File: src/rtl/data_mem_arbiter.sv
// data_mem_arbiter: two-port arbiter/sequencer in front of the single-port DataMem.
// Port 0 is the CPU load/store unit and port 1 is the secondary master (DMA/debug).
// One access is in flight at a time. Ties are round-robin unless
// DATA_MEM_ARB_FIXED_PRIO_EN is defined, in which case r0 always wins a tie.
//
// Handshake: rN_req is level-sensitive and is only sampled in IDLE. rN_gnt pulses
// for the single ACCESS cycle in which the request is driven to memory. A requester
// drops req in the cycle after gnt, or keeps it high to compete again. A read is
// answered by a one-cycle rN_rvalid pulse, with rN_rdata holding until the next one.
module data_mem_arbiter #(
    parameter int ADDR_W = 32,
    parameter int DATA_W = 32,
    parameter int RD_LAT = 1
) (
    input  logic              clk,
    input  logic              rst_n,
    input  logic              r0_req,
    input  logic              r0_we,
    input  logic [ADDR_W-1:0] r0_addr,
    input  logic [DATA_W-1:0] r0_wdata,
    input  logic              r1_req,
    input  logic              r1_we,
    input  logic [ADDR_W-1:0] r1_addr,
    input  logic [DATA_W-1:0] r1_wdata,
    output logic              r0_gnt,
    output logic              r1_gnt,
    output logic              r0_rvalid,
    output logic              r1_rvalid,
    output logic [DATA_W-1:0] r0_rdata,
    output logic [DATA_W-1:0] r1_rdata,
    output logic [ADDR_W-1:0] mem_addr,
    output logic [DATA_W-1:0] mem_wdata,
    output logic [1:0]        mem_write,
    output logic [1:0]        mem_read,
    input  logic [DATA_W-1:0] mem_rdata,
    output logic [1:0]        dbg_state_o
);

    typedef enum logic [1:0] {
        S_IDLE   = 2'd0,
        S_ACCESS = 2'd1,
        S_WAIT   = 2'd2,
        S_RESP   = 2'd3
    } state_e;

    // WAIT counts down from RD_LAT-1 and leaves when it reaches 1.
    localparam logic [1:0] CNT_LOAD = 2'(RD_LAT - 1);

    state_e            state_q, state_d;
    logic [1:0]        cnt_q, cnt_d;
    logic              cur_id_q;
    logic              cur_we_q;
    logic [ADDR_W-1:0] cur_addr_q;
    logic [DATA_W-1:0] cur_wdata_q;
    logic              r0_rvalid_q, r1_rvalid_q;
    logic [DATA_W-1:0] r0_rdata_q, r1_rdata_q;
    logic              load;
    logic              win_id;

`ifdef DATA_MEM_ARB_FIXED_PRIO_EN
    // Fixed priority: r0 wins whenever it requests.
    always_comb begin
        win_id = ~r0_req;
    end
`else
    logic last_q;

    // Round-robin: on a tie the port not granted last wins; otherwise the sole requester.
    always_comb begin
        win_id = (r0_req && r1_req) ? ~last_q : ~r0_req;
    end

    // Remember which port received the most recent grant.
    always_ff @(posedge clk or negedge rst_n) begin
        if (!rst_n) begin
            last_q <= 1'b1;
        end else if (load) begin
            last_q <= win_id;
        end
    end
`endif

    // Next-state logic of the access sequencer.
    always_comb begin
        state_d = state_q;
        cnt_d   = cnt_q;
        load    = 1'b0;
        case (state_q)
            S_IDLE: begin
                if (r0_req || r1_req) begin
                    load    = 1'b1;
                    state_d = S_ACCESS;
                end
            end
            S_ACCESS: begin
                if (cur_we_q) begin
                    state_d = S_IDLE;
                end else if (RD_LAT == 1) begin
                    state_d = S_RESP;
                end else begin
                    state_d = S_WAIT;
                    cnt_d   = CNT_LOAD;
                end
            end
            S_WAIT: begin
                if (cnt_q == 2'd1) begin
                    state_d = S_RESP;
                end else begin
                    cnt_d = cnt_q - 2'd1;
                end
            end
            S_RESP: begin
                state_d = S_IDLE;
            end
            default: begin
                state_d = S_IDLE;
            end
        endcase
    end

    // State, latency counter and the latched winning request.
    always_ff @(posedge clk or negedge rst_n) begin
        if (!rst_n) begin
            state_q     <= S_IDLE;
            cnt_q       <= 2'd0;
            cur_id_q    <= 1'b0;
            cur_we_q    <= 1'b0;
            cur_addr_q  <= '0;
            cur_wdata_q <= '0;
        end else begin
            state_q <= state_d;
            cnt_q   <= cnt_d;
            if (load) begin
                cur_id_q    <= win_id;
                cur_we_q    <= win_id ? r1_we    : r0_we;
                cur_addr_q  <= win_id ? r1_addr  : r0_addr;
                cur_wdata_q <= win_id ? r1_wdata : r0_wdata;
            end
        end
    end

    // Capture read data in RESP and raise the winner's rvalid one cycle later.
    always_ff @(posedge clk or negedge rst_n) begin
        if (!rst_n) begin
            r0_rvalid_q <= 1'b0;
            r1_rvalid_q <= 1'b0;
            r0_rdata_q  <= '0;
            r1_rdata_q  <= '0;
        end else begin
            r0_rvalid_q <= (state_q == S_RESP) && !cur_id_q;
            r1_rvalid_q <= (state_q == S_RESP) &&  cur_id_q;
            if (state_q == S_RESP && !cur_id_q) begin
                r0_rdata_q <= mem_rdata;
            end
            if (state_q == S_RESP && cur_id_q) begin
                r1_rdata_q <= mem_rdata;
            end
        end
    end

    // Memory strobes and grants exist only in ACCESS; address/data hold from the latch.
    always_comb begin
        r0_gnt      = (state_q == S_ACCESS) && !cur_id_q;
        r1_gnt      = (state_q == S_ACCESS) &&  cur_id_q;
        mem_write   = ((state_q == S_ACCESS) &&  cur_we_q) ? 2'b01 : 2'b00;
        mem_read    = ((state_q == S_ACCESS) && !cur_we_q) ? 2'b01 : 2'b00;
        mem_addr    = cur_addr_q;
        mem_wdata   = cur_wdata_q;
        r0_rvalid   = r0_rvalid_q;
        r1_rvalid   = r1_rvalid_q;
        r0_rdata    = r0_rdata_q;
        r1_rdata    = r1_rdata_q;
        dbg_state_o = state_q;
    end

endmodule

File: config.mk
export PLATFORM = sky130hd
export DESIGN_NAME = data_mem_arbiter
export DESIGN_NICKNAME = d
export VERILOG_FILES = /design/src/rtl/data_mem_arbiter.sv
export SDC_FILE = /design/constraint.sdc
export NUM_CORES = 1
export LEC_CHECK = 0
export ABC_AREA = 1
export BUFFER_PORTS_ARGS = -buffer_cell sky130_fd_sc_hd__buf_2
export CORE_MARGIN = 4
export CORE_UTILIZATION = 42
export CTS_CLUSTER_DIAMETER = 60
export CTS_CLUSTER_SIZE = 10
export DETAILED_ROUTE_END_ITERATION = 10
export PLACE_DENSITY = 0.83
export SLEW_MARGIN = 20
export SYNTH_ARGS = -nofsm -noshare
export SYNTH_HDL_FRONTEND = slang
export SYNTH_SLANG_ARGS = --single-unit
File: constraint.sdc
create_clock -name clk -period 1.4 [get_ports clk]
set_input_delay 0.07 -clock clk [delete_from_list [all_inputs] [get_ports clk]]
set_output_delay 0.07 -clock clk [all_outputs]
set_load 0.02 [all_outputs]
==> results.json, run 1 <==
{
  "drt_iter0_drc": 810,
  "grt_pass1_vias": 7761,
  "synth_area_um2": 6442,
  "synth_simple_gate_area_frac": 0.2643,
  "hold_viol_final": 0,
  "numPortBuffers": 301,
  "yosys_warnings": 0,
  "core_area_um2": 15090,
  "min_from": "r0_wdata[30]",
  "die-area_um2": 17380,
  "synth_compound_gate_area_share": 0.05360,
  "viasPerCell": 5.305,
  "insertion_delay_ns": 0.42,
  "synth_xor_area_frac": 0.001359,
  "die_h_um": 131.9,
  "grt_antenna_before_repair": 1,
  "crit_chain": "inv_1 -> nand2_4 -> clkbuf_16 -> nand3_1 -> nand3_2 -> nand2_1",
  "wire_per_inst_um": 18.66,
  "cts_max_level": 4,
  "synth_adder_area_share": 0.001942,
  "finalSetupTns_ns": -0.04125,
  "outcome": "finished, violations left",
  "grt_setup_unrepaired": "yes",
  "endpoint_kind": "flip-flop",
  "synthToLayoutAreaGrowth_pct": 68.69,
  "place_congestion": 0.8332,
  "violations": "negative setup slack",
  "whs_endpoint": "mem_wdata[30]",
  "fin_area_um2": 10870,
  "r2r_cells": 6,
  "dpl-instance-area_um2": 8158,
  "totalWireLength_um": 28130,
  "path_class": "reg2reg",
  "worst-endpoint-required_ns": 1.70,
  "r2r-start": "last_q",
  "first_pass_iters": 6,
  "rows": 45,
  "track_usage": 0.2751,
  "drtAntennaViolNets": 0,
  "slew_violations": 0,
  "worst_pin_slew_ns": 0.7319,
  "place_hpwl_um": 13200,
  "syn-instance-count": 838,
  "fin_skew_ns": 0.01413,
  "muxShareOfSynthArea": 0,
  "min_period_over_period": 1.012,
  "grt_max_degree": 66,
  "utilization": 0.7202,
  "ys_ff_latch": 137,
  "layout_common_cells": "buf_2 (296), nand2_1 (261), inv_1 (169), dlygate4sd3_1 (156), dfrtp_1 (136)",
  "fmax_ghz": 0.7058,
  "dp_cells": 1296,
  "ys_types": 19,
  "drive_gt1_frac": 0.3042,
  "finalSetupViolCount": 3,
  "dr_total_vias": 8000,
  "layout_commonest_cell": "buf_2",
  "grt_overflow_total": 0,
  "peakVddDrop_uv": 1054,
  "powerDensity_nw_per_um2": 2146,
  "rrSetupSlack_ns": -0.02,
  "grt_pass1_wl_um": 38800,
  "start_util": 0.4269,
  "cts_tree": "built",
  "cts.sinks": 137,
  "hold_depth": 5,
  "critPathMaxFanout": 16,
  "period_needed_ns": 1.417,
  "final_cells": 1508,
  "cp_data_arrival_time_ns": 1.72,
  "route.detailed.drc": 0,
  "pin_count": 304,
  "cp_slowest_cell": "dfstp_2",
  "nets": 1469,
  "synth_top_family_by_area": "simple AND/OR/NAND/NOR gates",
  "hold_class": "in2reg",
  "clockRootBuffer": "clkbuf_16",
  "power_leakage_nw": 6.293,
  "crit_path_start_kind": "flip-flop",
  "die_x_um": 131.9,
  "max_stage_delay_ns": 0.51,
  "ctsLongestPathBuffers": 2,
  "clkTransAtPathRegs_ns": 0.06,
  "reg2reg_to": "mem_addr[28]",
  "yosysSeqAreaShare": 0.5323,
  "holdWs_ns": 0.01581,
  "cp.buffers_inverters": 2,
  "numCtsBuffers": 17,
  "slew_headroom": 0.5121,
  "cap_viol_max_count": 0,
  "avgSynthCellArea_um2": 7.688,
  "critPathTopFamily": "flip-flops",
  "fin_ws_ns": -0.01681
}
## per-stage QoR
step | setup WS [ns] | power [mW]
4_1_cts | 0.02309 | 21.44
6_report | -0.01681 | 23.32
3_3_place_gp | 0.07915 | 16.13
5_1_grt | -0.1106 | 24.58
2_1_floorplan | 0.05106 | 12.95
3_5_place_dp | 0.04815 | 16.46
## worst max-delay path by stage
stage,startpoint,endpoint,slack [ns],cells after the start
floorplan,last_q,mem_wdata[10],0.05,7
global placement,last_q,mem_wdata[6],0.08,6
detailed placement,last_q,mem_wdata[16],0.05,6
global route,last_q,mem_addr[1],-0.11,6
CTS,dbg_state_o[1],r0_gnt,0.02,4
finish,last_q,mem_addr[28],-0.02,6
## sequential cells by signal, summed over array words and instances (netlist names)
| signal | count |
|---|---|
| mem_addr | 32 |
| mem_wdata | 32 |
| r0_rdata | 32 |
| r1_rdata | 32 |
| cnt_q | 2 |
| dbg_state_o | 2 |
| cur_id_q | 1 |
| cur_we_q | 1 |
| last_q | 1 |
| r0_rvalid | 1 |
| r1_rvalid | 1 |
## worst reg2reg max path: stages (launching register included)
cell	delay, ns
dfstp_2	0.51
inv_1	0.07
nand2_4	0.17
clkbuf_16	0.24
nand3_1	0.13
nand3_2	0.13
nand2_1	0.06
## power breakdown
group / internal, mW / switching (mW)
clock network: 2.72 / 1.84
logic: 4.19 / 7.42
registers: 5.98 / 1.18
total: 12.9 / 10.4
## cells by family after synthesis
kind of cell	Yosys count
buf+inv	223
fa+ha+maj	1
xor+xnor	1
flops	137
other cells	1
compound gates	69
simple gates	406
## per-layer routing
metal  vias up  part of all wire  global-route usage
met5         -                 0                   0
met1      3702              0.34              0.3045
met4         0             0.070              0.1814
met3       191              0.10             0.06794
met2       646              0.49              0.4711
li1       3461                 -                   -
## repair_timing
action,CTS,global route
hold endpoints to repair,265,0
pin swaps,1,39
buffers inserted,1,1
gates resized for setup,3,40
hold buffers,156,0
setup endpoints to repair,3,76
cloned,0,17
## final cells by class
| class | instances | area, um2 |
|---|---|---|
| diodes | 5 | 12.51 |
| clock buffers | 18 | 439.2 |
| clock inverters | 14 | 160.2 |
| fillers | 994 | 4222 |
| inverters | 172 | 648.1 |
| multi-input cells | 479 | 2221 |
| flip-flops and latches | 137 | 3430 |
| well taps | 188 | 235.2 |
| repair buffers | 495 | 3722 |
## synthesized netlist by cell type
library cell	count	share of area
nand2_1	265	0.15
inv_1	169	0.098
dfrtp_1	136	0.53
nand3_1	134	0.10
o21ai_0	67	0.052
buf_2	25	0.019
clkbuf_1	12	0.0070
buf_6	7	0.012
buf_4	5	0.0058
nor2_1	5	0.0029
inv_2	3	0.0017
a21oi_1	2	0.0016
buf_1	2	0.0012
conb_1	1	0.00058
dfstp_2	1	0.0041
ha_1	1	0.0019
nand3b_1	1	0.0012
nor2_4	1	0.0017
xnor2_1	1	0.0014
Note: power is estimated with default switching activity, not from simulation.
==> run 2: changes to the inputs <==
--- a/config.mk
+++ b/config.mk
@@ -8,11 +8,12 @@
 export ABC_AREA = 1
 export BUFFER_PORTS_ARGS = -buffer_cell sky130_fd_sc_hd__buf_2
 export CORE_MARGIN = 4
-export CORE_UTILIZATION = 42
+export CORE_UTILIZATION = 49
 export CTS_CLUSTER_DIAMETER = 60
 export CTS_CLUSTER_SIZE = 10
 export DETAILED_ROUTE_END_ITERATION = 10
-export PLACE_DENSITY = 0.83
+export GPL_TIMING_DRIVEN = 0
+export PLACE_DENSITY = 0.91
 export SLEW_MARGIN = 20
 export SYNTH_ARGS = -nofsm -noshare
 export SYNTH_HDL_FRONTEND = slang
==> constraint.sdc (replaced) <==
create_clock -name clk -period 1.7 [get_ports clk]
set_input_delay 0.085 -clock clk [delete_from_list [all_inputs] [get_ports clk]]
set_output_delay 0.085 -clock clk [all_outputs]
set_load 0.02 [all_outputs]
==> results.json, run 2 (synthesis gave the netlist of run 1 again) <==
{
  "dp_cells": 1313,
  "cts_max_level": 4,
  "drive_gt1_frac": 0.2943,
  "place_hpwl_um": 15040,
  "slew_violations": 0,
  "ctsLongestPathBuffers": 2,
  "critPathCapture": "r0_rdata[17]",
  "die_x_um": 122.7,
  "first_pass_iters": 6,
  "cap_viol_max_count": 0,
  "fin_ws_ns": 0.1245,
  "layout_commonest_cell": "buf_2",
  "numCtsBuffers": 17,
  "wl_met2_um": 12690,
  "period_needed_ns": 1.576,
  "insertion_delay_ns": 0.42,
  "rrSetupSlack_ns": 0.12,
  "critPathMaxFanout": 10,
  "nets": 1436,
  "drt_iter0_drc": 768,
  "m1WireLength_um": 8285,
  "seqPwrFrac": 0.329,
  "die-area_um2": 15050,
  "dr_wl_met3_um": 2322,
  "final_cells": 1455,
  "reg2reg_to": "r0_rdata[17]",
  "power_switching_mw": 8.079,
  "grt_pass1_vias": 7965,
  "fillers": 804,
  "worst-endpoint-required_ns": 1.97,
  "fin_skew_ns": 0.01018,
  "route.detailed.drc": 0,
  "endpoint_kind": "flip-flop",
  "clkTransAtPathRegs_ns": 0.06,
  "power_leakage_nw": 5.919,
  "p_int_mw": 9.853,
  "r2r_cells": 4,
  "peakVddDrop_uv": 914.0,
  "start_util": 0.5064,
  "numPortBuffers": 301,
  "outcome": "complete, no violations",
  "drtAntennaViolNets": 0,
  "core_area_um2": 12720,
  "clockRootBuffer": "clkbuf_16",
  "r2r-start": "dbg_state_o[0]",
  "place_congestion": 0.8750,
  "finalSetupViolCount": 0,
  "layout_common_cells": "buf_2 (325), nand2_1 (265), inv_1 (169), dfrtp_1 (136), nand3_1 (134)",
  "synthToLayoutAreaGrowth_pct": 53.39,
  "switching_share": 0.4506,
  "viasPerCell": 5.264,
  "highest_layer": "met4",
  "totalWireLength_um": 25300,
  "path_class": "reg2reg",
  "min_period_over_period": 0.9268,
  "grt_max_degree": 95,
  "finalSetupTns_ns": 0,
  "startpoint": "dbg_state_o[0]",
  "fmax_ghz": 0.6347,
  "dr_total_vias": 7659,
  "place_ws_ns": 0.05463,
  "grt_pass1_wl_um": 39500,
  "hold_class": "in2reg",
  "wire_per_inst_um": 17.39,
  "hold_viol_final": 0,
  "cts_tree": "built",
  "cp_data_arrival_time_ns": 1.84,
  "crit_path_start_kind": "flip-flop",
  "pin_count": 304,
  "grt_antenna_before_repair": 1,
  "register_area_um2": 3430,
  "powerDensity_nw_per_um2": 1815,
  "grt_setup_unrepaired": "no",
  "multi_input_area_um2": 2077,
  "cts.sinks": 137,
  "rows": 41,
  "pwr-share-comb": 0.469,
  "pwr-share-clk": 0.203,
  "track_usage": 0.3391,
  "grt_overflow_total": 0,
  "die_h_um": 122.7
}
-- run 2: layout make-up --
class | instances | area share
multi-input cells | 479 | 0.2102
plain buffers | 51 | 0.03013
flip-flops and latches | 137 | 0.3470
well taps | 172 | 0.02178
inverters | 172 | 0.06533
clock inverters | 13 | 0.01494
repair buffers | 411 | 0.2667
clock buffers | 18 | 0.04343
diodes | 2 | 0.0005065
-- run 2: how the worst min path moves through the flow --
stage | start | endpoint | slack [ns] | cells after the start
floorplan | rst_n | cnt_q[0] | -0.21 | 0
global placement | mem_rdata[23] | r0_rdata[23] | 0.35 | 3
detailed placement | rst_n | r1_rdata[17] | -0.007 | 1
CTS | r0_addr[29] | mem_addr[29] | 0.0003 | 5
global route | r0_wdata[26] | mem_wdata[26] | 0.01 | 5
finish | r1_wdata[31] | mem_wdata[31] | 0.007 | 5
-- run 2: per-layer routing --
metal,vias up,track usage
li1,3389,-
met1,3523,0.3640
met2,561,0.5774
met3,186,0.08894
met4,0,0.2414
met5,-,0
-- run 2: through the flow --
step             util  power [mW]  hold slack [ns]  area, um2
6_report       0.7768       17.93         0.006837       9882
5_1_grt        0.7766       18.91          0.01213       9879
4_1_cts        0.7761       17.66        0.0003459       9873
3_5_place_dp   0.6450       13.74        -0.006937       8205
3_3_place_gp   0.6420       13.45           0.3531       8168
2_1_floorplan       -       10.67          -0.2106       6446
-- run 2: repair_timing --
item	4_1_cts	5_1_grt
setup buffers	0	0
endpoints found under the hold margin	249	0
hold buffers	109	0
endpoints found under the setup margin	0	25
gates resized for setup	0	7
-- run 2: power by group through the flow --
| stage | logic [mW] | clock network, mW | registers, mW |
|---|---|---|---|
| after global placement | 7.70 | 0 | 5.75 |
| after floorplan | 2.96 | 0 | 7.71 |
| after detailed placement | 7.94 | 0 | 5.80 |
| final | 8.40 | 3.64 | 5.90 |
| after global routing | 9.05 | 3.83 | 6.03 |
| after CTS | 8.19 | 3.66 | 5.81 |
-- run 2: critical path, cell delays in order (launching register included) --
cell and delay [ns]:
dfrtp_1 0.46, nand3_1 0.15, buf_2 0.23, clkbuf_1 0.37, o21ai_1 0.21
==> run 3: changes to the inputs <==
--- a/config.mk
+++ b/config.mk
@@ -7,6 +7,7 @@
 export LEC_CHECK = 0
 export ABC_AREA = 1
 export BUFFER_PORTS_ARGS = -buffer_cell sky130_fd_sc_hd__buf_2
+export CORE_ASPECT_RATIO = 0.9
 export CORE_MARGIN = 4
 export CORE_UTILIZATION = 49
 export CTS_CLUSTER_DIAMETER = 60
==> results.json, run 3 (synthesis gave the netlist of run 1 again) <==
{
  "outcome": "complete, no violations",
  "path_class": "reg2reg",
  "nets": 1435,
  "wire_per_inst_um": 16.52,
  "rows": 39,
  "fmax_ghz": 0.6176,
  "crit_chain": "nand3_1 -> buf_2 -> clkbuf_1 -> o21ai_0",
  "die_h_um": 116.8,
  "fillers": 756,
  "highest_layer": "met4",
  "route.detailed.drc": 0,
  "grt_max_degree": 73,
  "grt_pass1_wl_um": 36840,
  "first_pass_iters": 5,
  "fin_skew_ns": 0.006243,
  "p_int_mw": 10.35,
  "hold_class": "in2reg",
  "grt_setup_unrepaired": "no",
  "place_congestion": 0.9360,
  "hold_viol_final": 0,
  "finalSetupTns_ns": 0,
  "dr_total_vias": 7523,
  "post_cts.repair.setup_buffers": 0,
  "max_stage_delay_ns": 0.47,
  "critPathTopFamily": "buffers and inverters",
  "track_usage": 0.3127,
  "die-area_um2": 15050,
  "finalSetupViolCount": 0,
  "cts_tree": "built",
  "place_hpwl_um": 14440,
  "pin_count": 304,
  "worst_pin_slew_ns": 0.5101,
  "crit_path_start_kind": "flip-flop",
  "critPathMaxFanout": 10,
  "slew_headroom": 0.6599,
  "slew_violations": 0,
  "power_leakage_nw": 5.954,
  "cap_viol_max_count": 0,
  "pwr-share-clk": 0.221,
  "seqPwrFrac": 0.323,
  "cts.sinks": 137,
  "min_period_over_period": 0.9524,
  "core_area_um2": 12780,
  "period_needed_ns": 1.619,
  "ctsLongestPathBuffers": 2,
  "pwr-share-comb": 0.456,
  "fin_ws_ns": 0.08085,
  "clockRootBuffer": "clkbuf_16",
  "totalWireLength_um": 23870,
  "drive_gt1_frac": 0.2953,
  "numCtsBuffers": 17,
  "switching_share": 0.4318,
  "clkTransAtPathRegs_ns": 0.06,
  "layout_commonest_cell": "buf_2",
  "viasPerCell": 5.206,
  "grt_pass1_vias": 7667,
  "utilization": 0.7768,
  "endpoint_kind": "flip-flop",
  "powerDensity_nw_per_um2": 1835,
  "drt_iter0_drc": 613,
  "die_x_um": 128.9,
  "insertion_delay_ns": 0.41,
  "dr_wl_met3_um": 2175,
  "grt_antenna_before_repair": 0,
  "m1WireLength_um": 8456,
  "wl_met2_um": 11520,
  "power_switching_mw": 7.867,
  "cp_slowest_cell": "dfrtp_1",
  "numPortBuffers": 301,
  "cts_max_level": 4,
  "register_area_um2": 3430,
  "start_util": 0.5039,
  "multi_input_area_um2": 2077,
  "cp.buffers_inverters": 2,
  "cp_data_arrival_time_ns": 1.87,
  "worst-endpoint-required_ns": 1.95,
  "layout_common_cells": "buf_2 (325), nand2_1 (265), inv_1 (169), dfrtp_1 (136), nand3_1 (134)",
  "drtAntennaViolNets": 0,
  "peakVddDrop_uv": 1223,
  "place_ws_ns": 0.07586,
  "synthToLayoutAreaGrowth_pct": 54.15,
  "grt_overflow_total": 0
}
run 3: changes by cell type in the layout (fill, tap and decap cells not counted):
cell,change
bufinv_16,+3
clkbuf_1,-1
clkbuf_8,+2
clkinv_2,+2
clkinv_4,-6
diode_2,-1
dlygate4sd3_1,-1
o21ai_0,+1
o21ai_1,-1
run 3: worst paths after layout:
kind	slack, ns	to	from	cells past startpoint
max	0.08	r1_rdata[16]	dbg_state_o[0]	4
min	0.01	mem_wdata[0]	r0_wdata[0]	5
max reg2reg	0.08	r1_rdata[16]	dbg_state_o[0]	4
min reg2reg	0.47	mem_wdata[28]	mem_wdata[28]	2
max in group asynchronous	0.79	r1_rdata[25]	rst_n	3
min in group asynchronous	0.20	mem_addr[30]	rst_n	2
run 3: metrics by stage:
stage               cells  hold WS [ns]  power, mW  area, um2
floorplan             839       -0.2106      10.67       6446
global placement     1304        0.3543      13.41       8158
detailed placement   1305       0.06656      13.70       8195
CTS                  1444     0.0005274      17.99       9925
global route         1444       0.01124      19.23       9928
finish               1445       0.01485      18.22       9931
run 3: timing repair:
action / 4_1_cts / 5_1_grt
gates resized for setup: 0 / 6
endpoints found under the hold margin: 184 / 0
endpoints found under the setup margin: 0 / 21
hold buffers: 108 / 0
run 3: metal layers:
metal  up-vias  GRT usage
li1       3387          -
met1      3441     0.3537
met2       543     0.5107
met3       152    0.08848
met4         0     0.2274
met5         -          0
run 3: layout make-up:
type,instances,area share
tap,164,0.02066
multi-input combinational,479,0.2091
sequential,137,0.3453
antenna,1,0.0002520
inverter,172,0.06501
clock buffer,19,0.04561
buffer,51,0.02999
timing repair buffer,410,0.2643
clock inverter,12,0.01965
run 3: power by group through the flow:
stage	Clock [mW]	Sequential (mW)	Combinational, mW
after detailed placement	0	5.81	7.89
after global placement	0	5.76	7.66
after global routing	4.21	6.02	8.99
after floorplan	0	7.71	2.96
after CTS	4.07	5.80	8.11
final	4.03	5.88	8.31
run 3: worst register-to-register path, stage by stage, from the launching register on:
cell and delay (ns):
dfrtp_1 0.47, nand3_1 0.16, buf_2 0.23, clkbuf_1 0.40, o21ai_0 0.21
